**src/rtl/led_status_monitor.sv**
```systemverilog
`default_nettype none
// ============================================================================
// Module   : led_status_monitor
// Purpose  : Board-status LED driver. Each raw status input is synchronised,
//            glitch-filtered and tracked through a per-channel state machine
//            that remembers loss-of-lock; every channel drives one LED with a
//            distinct pattern per state. A free-running counter supplies the
//            blink timebase and a heartbeat LED.
// Ports    : clk           - single clock for all logic
//            rst_n         - asynchronous active-low reset
//            status_in     - raw status levels (async to clk), 1 = good
//            fault_clr     - pulse clearing sticky fault history
//            status_good   - filtered status levels
//            fault_flags   - 1 while a channel is LOST or RECOVERED
//            ch_leds       - registered per-channel LED drive
//            led_heartbeat - MSB of the heartbeat counter
//            led_any_fault - registered OR of fault_flags
// Config   : LED_STATUS_STICKY_EN - when defined, enables the LOST/RECOVERED
//            fault history; otherwise each channel simply shows its filtered
//            level and fault outputs are tied low.
// Revision : 1.0 - initial release
// ============================================================================
module led_status_monitor #(
  parameter int NUM_CH   = 4,
  parameter int CNT_W    = 28,
  parameter int FILT_LEN = 4
) (
  input  logic              clk,
  input  logic              rst_n,
  input  logic [NUM_CH-1:0] status_in,
  input  logic              fault_clr,
  output logic [NUM_CH-1:0] status_good,
  output logic [NUM_CH-1:0] fault_flags,
  output logic [NUM_CH-1:0] ch_leds,
  output logic              led_heartbeat,
  output logic              led_any_fault
);

  localparam int                FCNT_W    = $clog2(FILT_LEN + 1);
  // The toggle happens on the FILT_LEN-th disagreeing edge, i.e. while the
  // counter still holds FILT_LEN-1.
  localparam logic [FCNT_W-1:0] FCNT_LAST = FCNT_W'(FILT_LEN - 1);

  localparam logic [1:0] ST_DOWN      = 2'd0;
  localparam logic [1:0] ST_UP        = 2'd1;
  localparam logic [1:0] ST_LOST      = 2'd2;
  localparam logic [1:0] ST_RECOVERED = 2'd3;

  logic [NUM_CH-1:0] sync1;
  logic [NUM_CH-1:0] sync2;
  logic [NUM_CH-1:0] filt;
  logic [NUM_CH-1:0] filt_nxt;
  logic [NUM_CH-1:0] filt_d;
  logic [NUM_CH-1:0] led_nxt;
  logic [CNT_W-1:0]  hb_cnt;

  // Shared vector registers: synchroniser, filtered level, its one-cycle
  // delayed copy (edge detection and status_good), heartbeat and LEDs.
  always_ff @(posedge clk or negedge rst_n) begin
    if (!rst_n) begin
      sync1   <= '0;
      sync2   <= '0;
      filt    <= '0;
      filt_d  <= '0;
      hb_cnt  <= '0;
      ch_leds <= '0;
    end else begin
      sync1   <= status_in;
      sync2   <= sync1;
      filt    <= filt_nxt;
      filt_d  <= filt;
      hb_cnt  <= hb_cnt + CNT_W'(1);
      ch_leds <= led_nxt;
    end
  end

  // filt_d is aligned with the state registers, so status_good changes on
  // the same edge as the state it caused.
  assign status_good   = filt_d;
  assign led_heartbeat = hb_cnt[CNT_W-1];

  generate
    for (genvar i = 0; i < NUM_CH; i++) begin : g_ch
      logic [FCNT_W-1:0] cnt;
      logic              flip;

      assign flip        = (sync2[i] != filt[i]) && (cnt == FCNT_LAST);
      assign filt_nxt[i] = filt[i] ^ flip;

      // Counts consecutive disagreeing cycles; any agreement restarts it.
      always_ff @(posedge clk or negedge rst_n) begin
        if (!rst_n) begin
          cnt <= '0;
        end else if ((sync2[i] == filt[i]) || flip) begin
          cnt <= '0;
        end else begin
          cnt <= cnt + FCNT_W'(1);
        end
      end

`ifdef LED_STATUS_STICKY_EN
      logic       rise;
      logic       fall;
      logic [1:0] state;
      logic [1:0] state_nxt;

      assign rise = filt[i] & ~filt_d[i];
      assign fall = ~filt[i] & filt_d[i];

      // A fall always takes precedence over fault_clr; a rise together with
      // fault_clr in LOST lands directly in UP.
      always_comb begin
        state_nxt = state;
        case (state)
          ST_DOWN: begin
            if (rise) state_nxt = ST_UP;
          end
          ST_UP: begin
            if (fall) state_nxt = ST_LOST;
          end
          ST_LOST: begin
            if (rise)           state_nxt = fault_clr ? ST_UP : ST_RECOVERED;
            else if (fault_clr) state_nxt = ST_DOWN;
          end
          ST_RECOVERED: begin
            if (fall)           state_nxt = ST_LOST;
            else if (fault_clr) state_nxt = ST_UP;
          end
          default: state_nxt = ST_DOWN;
        endcase
      end

      always_ff @(posedge clk or negedge rst_n) begin
        if (!rst_n) begin
          state <= ST_DOWN;
        end else begin
          state <= state_nxt;
        end
      end

      assign fault_flags[i] = (state == ST_LOST) || (state == ST_RECOVERED);
      assign led_nxt[i]     = (state == ST_UP)
                            | ((state == ST_LOST)      & hb_cnt[CNT_W-3])
                            | ((state == ST_RECOVERED) & hb_cnt[CNT_W-2]);
`else
      assign fault_flags[i] = 1'b0;
      assign led_nxt[i]     = filt_d[i];
`endif
    end
  endgenerate

`ifdef LED_STATUS_STICKY_EN
  logic any_fault_q;

  always_ff @(posedge clk or negedge rst_n) begin
    if (!rst_n) begin
      any_fault_q <= 1'b0;
    end else begin
      any_fault_q <= |fault_flags;
    end
  end

  assign led_any_fault = any_fault_q;
`else
  logic unused_fault_clr;

  assign led_any_fault    = 1'b0;
  assign unused_fault_clr = fault_clr;
`endif

endmodule
`default_nettype wire

```
**config.mk**
```make
export PLATFORM = sky130hd
export DESIGN_NAME = led_status_monitor
export DESIGN_NICKNAME = d
export VERILOG_FILES = /design/src/rtl/led_status_monitor.sv
export SDC_FILE = /design/constraint.sdc
export NUM_CORES = 1
export LEC_CHECK = 0
export CAP_MARGIN = 20
export CORE_MARGIN = 10
export CORE_UTILIZATION = 45
export CTS_CLUSTER_DIAMETER = 150
export DETAILED_ROUTE_END_ITERATION = 6
export PLACE_DENSITY_LB_ADDON = 0.12
export SLEW_MARGIN = 20
export SYNTH_ARGS = -nofsm -noshare
export SYNTH_HDL_FRONTEND = slang
export SYNTH_SLANG_ARGS = --single-unit
```
**constraint.sdc**
```tcl
create_clock -name clk -period 1.9 [get_ports clk]
set_input_delay 0.57 -clock clk [delete_from_list [all_inputs] [get_ports clk]]
set_output_delay 0.57 -clock clk [all_outputs]
set_load 0.05 [all_outputs]
```
=== Word-level counts from Yosys, hierarchy flattened ===
Cells that the tools add are included.

* Flip-flop bits (word level): 60
* Bits of input ports: 7
* Output and inout port bits: 14
* Word-level logic and storage cells: 43

* $add $sub $neg: 5
* Eq/ne operators: 12
* Mux-type cells: 4
* Bitwise operators: 4
* Reductions and logical operators: 8

{| class="wikitable"
|+ Operator list
! kind !! count
|-
| $add A28 B1 Y28 const B || 1
|-
| $add A3 B1 Y3 const B || 4
|-
| $eq A3 B2 Y1 const B || 4
|-
| $mux W3 || 4
|-
| $eq A1 B1 Y1 || 4
|-
| $logic_and A1 B1 Y1 || 4
|-
| $logic_or A1 B1 Y1 || 4
|-
| $ne A1 B1 Y1 || 4
|-
| $xor A1 B1 Y1 || 4
|}

=== Logic depth before layout (Yosys ltp) ===
Gate-level depths: netlist of run 1.

* Depth after elaboration: 4
* Mapped depth: 6
* Gate-level depth less buffers: 5

=== Worst setup path after synthesis of run 1 ===
OpenSTA, ideal clock, no wires.

* Path kind: reg2reg
* Start: reg hb_cnt[0]
* End: reg hb_cnt[24]
* Library setup time: 0.080 ns
* Arrival: 1.400 ns
* Required time: 1.820 ns
* Slack: 0.421 ns
* Stages on the path, launching flop included: 7
* Path buffers: 1
* Clock period less this slack: 1.479 ns
* Cells stage by stage: dfrtp_1 -> ha_1 -> nand3_2 -> or2_0 -> buf_6 -> nor4_4 -> xnor2_1

* Word-level cells in the longest chain between the ends: 1

{| class="wikitable"
|+ RTL lines
! element !! RTL line !! RTL
|-
| start: declaration || 55 || <nowiki>logic [CNT_W-1:0] hb_cnt;</nowiki>
|-
| start signal: assignment || 72 || <nowiki>hb_cnt <= hb_cnt + CNT_W'(1);</nowiki>
|-
| $add A28 B1 Y28 || 72 ||
|}

No other way between the ends.

=== Worst setup path after layout of run 1 ===
Same ends and word-level chain as after synthesis.

==> out/metrics.cfg, run 1 <==
[setup_path]
r2r_setup_slack_ns=0.22
critPathLaunch=hb_cnt[0]
cp.required_ns=2.15
r2r_end=hb_cnt[24]
cp_cell_sequence=ha_1 -> nand3_2 -> or2_0 -> nor4_4 -> xnor2_1
ff2ff_path_depth=5
cp.depth=5
cp_top_family=simple AND/OR/NAND/NOR gates
crit_type=flop to flop
endpoint_kind=flop
r2r-start=hb_cnt[0]
critPathLaunchType=flop
crit_end=hb_cnt[24]
slowest_stage=or2_0
crit_arrival_ns=1.92
path_max_fanout=7
cp_slowest_stage_delay_ns=0.39
cp_num_buf_inv=0

[final_layout]
syn_to_final_growth_pct=17.0
num_antenna_cells=0
final_common_cell=dfrtp_1
finalInstanceArea_um2=2820
final_cells=288
final_cell_mix=dfrtp_1 (60), nor2_1 (20), xor2_1 (17), inv_1 (13), xnor2_1 (13)
fin_util_pct=54.9
drive_gt1_share_pct=17.9
nNetsFinal=229

[cts]
cts_tree=done
cts_root_buffer=clkbuf_8
clk_pin_slew_worst_paths_ns=0.06
clkSinkCount=60
numCtsBuffers=9
cts-resized-gates=0
cts_buffer_depth=2
post_cts_buffers=0
clock_latency_ns=0.32
h-tree-depth=3
hold_buffers=0

[die]
dieHeight_um=93.2
dieWidth_um=93.2
num_rows=26
coreArea_um2=5140
start_util_pct=46.9
dieArea_um2=8680
ioPinCount=21

[route]
vias=1350
drc_errors=0
routedWlPerCell_um=12.4
antenna_left=0
wl_mm=3.57
via_per_inst=4.69
dr.pass1.iters=4
drt_iter0_drc=61

[synthesis]
yosysUniqueCellTypes=23
synth.cell_area_um2=2410
avgSynthCellArea_um2=12.8
syn-instance-count=188
ys_warn_count=0
yosysSeqAreaShare_pct=62.3
ys_seq_elements=60
synth-main-ff-cell=dfrtp_1
async_flop_share_pct=100
synth-edff-count=0

[timing]
finClkSkew_ns=0.00475
fin_ws_ns=0.225
whs_ns=0.236
period_needed_ns=1.68
slew_headroom_pct=62.5
finalHoldViolCount=0
maxSlewViolCount=0
final.period_utilization_pct=88.2
fmax_mhz=597
grt_setup_unrepaired=no
tightest_slew_ns=0.563
setup_tns_ns=0
setup_violations=0

[power_and_ir_drop]
powerDensity_nw_per_um2=1290
swShare_pct=30.1
pwr-share-comb_pct=22.3
power.net_switching_mw=1.10
power_leakage_nw=1.35
power_mw=3.64
power_frac_clock_pct=33.2
peakVddDrop_uv=636
p_int_mw=2.54
pwr-share-seq_pct=44.5

[global_route]
grt_max_degree=37
grt_pass1_vias=1389
antenna_found_initial=0
grt_pass1_wl_mm=6.18
overflow=0
track_usage_pct=9.26

[place]
dp_worst_setup_slack_ns=0.212
place_congestion=0.779
dp.cells=272
dpl.hpwl_mm=2.60
place_area_um2=2600
io_buffers=14

[run]
max-cap-violations=0

[run_status]
status=finished clean

[hold_path]
hold_class=primary input to async pin

## per-layer routing
| metal | wire, µm | global-route usage, % |
|---|---|---|
| met5 | 0 | 0 |
| met3 | 188 | 4.88 |
| met2 | 1770 | 14.6 |
| met1 | 1570 | 9.57 |
| met4 | 40 | 5.78 |
## final cells by class
class,instances,area (µm²)
Tap cell,70,87.6
Clock inverter,5,75.1
Timing Repair Buffer,16,140
Sequential cell,60,1500
Clock buffer,11,141
Inverter,13,48.8
Multi-Input combinational cell,113,826
Fill cell,451,2320
## sequential cells by signal (all words and copies together) (netlist names), named ones only
signal       flops
sync2            4
hb_cnt          28
ch_leds          4
g_ch.cnt        12
status_good      4
sync1            4
## logic make-up after synthesis
logic type,count (synthesis),share of synthesized area (%)
fa+ha+maj,9,4.67
buf+inv,19,4.05
xor+xnor,30,10.9
simple gates,65,16.0
flops,60,62.3
other cells,1,0.156
mux,4,1.87
## synth_stat cells (2+ instances only)
library cell	instances	area share (%)
and4_1	2	0.73
inv_1	13	2.0
nor2_1	20	3.1
nand2_1	5	0.78
ha_1	9	4.7
nand4_1	6	1.6
xor2_1	17	6.2
xnor2_1	13	4.7
and3_1	2	0.52
nor4_1	2	0.52
nand3_1	11	2.3
nor4_2	3	1.6
buf_4	5	1.6
nand2b_1	4	1.0
mux2_2	4	1.9
nand3_2	3	1.2
nor3_1	4	0.83
dfrtp_1	60	62
## worst reg2reg max path, cell delays in order, from the launching register on
cell,delay [ns]
dfrtp_1,0.38
ha_1,0.26
nand3_2,0.11
or2_0,0.39
nor4_4,0.33
xnor2_1,0.14
## power by group through the flow
stage	clock network [mW]	registers, mW	logic (mW)
6_report	1.21	1.62	0.812
2_1_floorplan	0	1.92	0.284
3_3_place_gp	0	1.63	0.802
4_1_cts	1.26	1.63	0.833
5_1_grt	1.33	1.64	0.904
3_5_place_dp	0	1.65	0.830
## worst min path at each step
| stage | endpoint | depth (start not counted) | from | slack (ns) |
|---|---|---|---|---|
| 3_3_place_gp | sync2[1] | 0 | sync1[1] | 0.33 |
| 6_report | ch_leds[3] | 1 | rst_n | 0.24 |
| 4_1_cts | ch_leds[3] | 1 | rst_n | 0.23 |
| 5_1_grt | sync2[3] | 1 | rst_n | 0.25 |
| 2_1_floorplan | async pin | 0 | rst_n | 0.27 |
| 3_5_place_dp | sync2[1] | 0 | sync1[1] | 0.34 |
(Power assumes the default switching activity.)
==> run 2: changes to the inputs <==
Settings changed: CTS_CLUSTER_SIZE from default to 12, PLACE_DENSITY_LB_ADDON 0.12 to 0.15.
==> run 2 against run 1 <==
Wire length shrank 1.8%. Critical path depth is the same. Final cell count shrank 0.69%. Die area is the same. Final area shrank 1.4%. Sequential share of layout area grew 0.77 points. Via count shrank 2.2%. Critical path type unchanged. Largest power group unchanged.
==> out/metrics.cfg, run 2 (synthesis gave the netlist of run 1 again) <==
[run_status]
status=finished clean

[route]
wl_mm=3.50  ; -1.8%
routedWlPerCell_um=12.2  ; -1.1%
vias=1320  ; -2.2%
via_per_inst=4.62  ; -1.5%
antenna_left=0  ; unchanged
drt_iter0_drc=56  ; -8.2%
dr.pass1.iters=4  ; unchanged
drc_errors=0  ; unchanged

[die]
coreArea_um2=5140  ; unchanged
start_util_pct=46.9  ; unchanged
num_rows=26  ; unchanged
dieArea_um2=8680  ; unchanged
ioPinCount=21  ; unchanged
dieWidth_um=93.2  ; unchanged
dieHeight_um=93.2  ; unchanged

[timing]
slew_headroom_pct=64.5  ; +2.0 points
setup_violations=0  ; unchanged
grt_setup_unrepaired=no
fmax_mhz=600  ; +0.58%
final.period_utilization_pct=87.7  ; -0.51 points
finalHoldViolCount=0  ; unchanged
fin_ws_ns=0.234  ; +0.00966 ns
whs_ns=0.240  ; +0.00365 ns
tightest_slew_ns=0.528  ; -0.0343 ns
finClkSkew_ns=0.00526  ; +0.000510 ns
maxSlewViolCount=0  ; unchanged
setup_tns_ns=0  ; unchanged
period_needed_ns=1.67  ; -0.00966 ns

[hold_path]
hold_class=primary input to async pin

[final_layout]
regMostFlops=hb_cnt
nNetsFinal=228  ; -0.44%
drive_gt1_share_pct=16.2  ; -1.7 points
syn_to_final_growth_pct=15.4
final_cells=286  ; -0.69%
fillerInstances=437  ; -3.1%
num_antenna_cells=0  ; unchanged
largest_reg_flops=28  ; unchanged
reg_top3=hb_cnt x28, g_ch.cnt x12
finalInstanceArea_um2=2780  ; -1.4%
final_common_cell=dfrtp_1
final_cell_mix=dfrtp_1 (60), nor2_1 (20), xor2_1 (17), inv_1 (13), xnor2_1 (13)
fin_util_pct=54.1  ; -0.78 points

[power_and_ir_drop]
power_frac_clock_pct=30.5  ; -2.7 points
pwr-share-comb_pct=23.3  ; +1.0 points
pwr-share-seq_pct=46.2  ; +1.7 points
peakVddDrop_uv=604  ; -4.9%
power_leakage_nw=1.32  ; -1.9%
swShare_pct=30.9  ; +0.83 points
p_int_mw=2.41  ; -5.2%
powerDensity_nw_per_um2=1260  ; -2.7%
power_mw=3.49  ; -4.0%
power.net_switching_mw=1.08  ; -1.4%

[cts]
post_cts_buffers=0  ; unchanged
clk_pin_slew_worst_paths_ns=0.06  ; about the same
cts-resized-gates=0  ; unchanged
cts_tree=done
h-tree-depth=3  ; unchanged
hold_buffers=0  ; unchanged
clkSinkCount=60  ; unchanged
numCtsBuffers=9  ; unchanged
clock_latency_ns=0.33  ; about the same
cts_buffer_depth=2  ; unchanged
cts_root_buffer=clkbuf_8

[global_route]
antenna_found_initial=0  ; unchanged
overflow=0  ; unchanged
grt_pass1_wl_mm=6.71  ; +8.6%
grt_pass1_vias=1512  ; +8.9%
grt_max_degree=61  ; +65%
track_usage_pct=9.89  ; +0.62 points

[setup_path]
cp_cell_sequence=ha_1 -> nand3_2 -> or2_0 -> nor4_4 -> xnor2_1
cp.required_ns=2.15  ; about the same
endpoint_kind=flop
cp_slowest_stage_delay_ns=0.38  ; about the same
critPathLaunchType=flop
crit_arrival_ns=1.92  ; about the same
slowest_stage=or2_0
path_max_fanout=7  ; unchanged
crit_type=flop to flop

[place]
dp.cells=271  ; -0.37%
dp_worst_setup_slack_ns=0.223  ; +0.0109 ns
place_area_um2=2600  ; -0.29%
place_congestion=0.764  ; -1.9%
io_buffers=14  ; unchanged
dpl.hpwl_mm=2.45  ; -5.8%

[run]
max-cap-violations=0  ; unchanged

[run 2: power by group through the flow]
stage          clock network, mW  registers (mW)  logic (mW)
2_1_floorplan                  0            1.92       0.284
3_5_place_dp                   0            1.64       0.829
4_1_cts                     1.12            1.62       0.832
3_3_place_gp                   0            1.62       0.797
5_1_grt                     1.18            1.64       0.909
6_report                    1.06            1.61       0.813
[run 2: layout make-up]
class                   count  area, µm²  area share, %
flip-flops and latches     60       1500           54.0
clock inverters             2       35.0           1.26
clock buffers              13        149           5.36
well taps                  70       87.6           3.15
inverters                  13       48.8           1.76
repair buffers             15        133           4.77
multi-input cells         113        826           29.7
[run 2: worst max-delay path: cells and delay by family (launching register included)]
kind / cells / cell delay (ns)
DFF: 1 / 0.37
and+or+nand+nor: 3 / 0.82
adders and majority gates: 1 / 0.25
xor gates and xnor gates: 1 / 0.15
[run 2: layer usage]
layer  share of wire (%)  global-route usage [%]  up-vias
li1                    -                       -      660
met3                 7.2                    5.36        9
met2                  47                    15.9       26
met4                 2.2                    5.01        0
met1                  43                    10.3      625
met5                   0                       0        -
[run 2: final timing paths]
kind                                 from          to  slack, ns  depth (start not counted)
worst min-delay path                rst_n  ch_leds[0]       0.24                          2
min in group clk                 sync1[0]    sync2[0]       0.35                          0
worst max-delay path            hb_cnt[0]  hb_cnt[24]       0.23                          5
worst max register to register  hb_cnt[0]  hb_cnt[24]       0.23                          5
worst min register to register   sync1[0]    sync2[0]       0.35                          0
max in group asynchronous           rst_n  hb_cnt[17]       1.41                          2
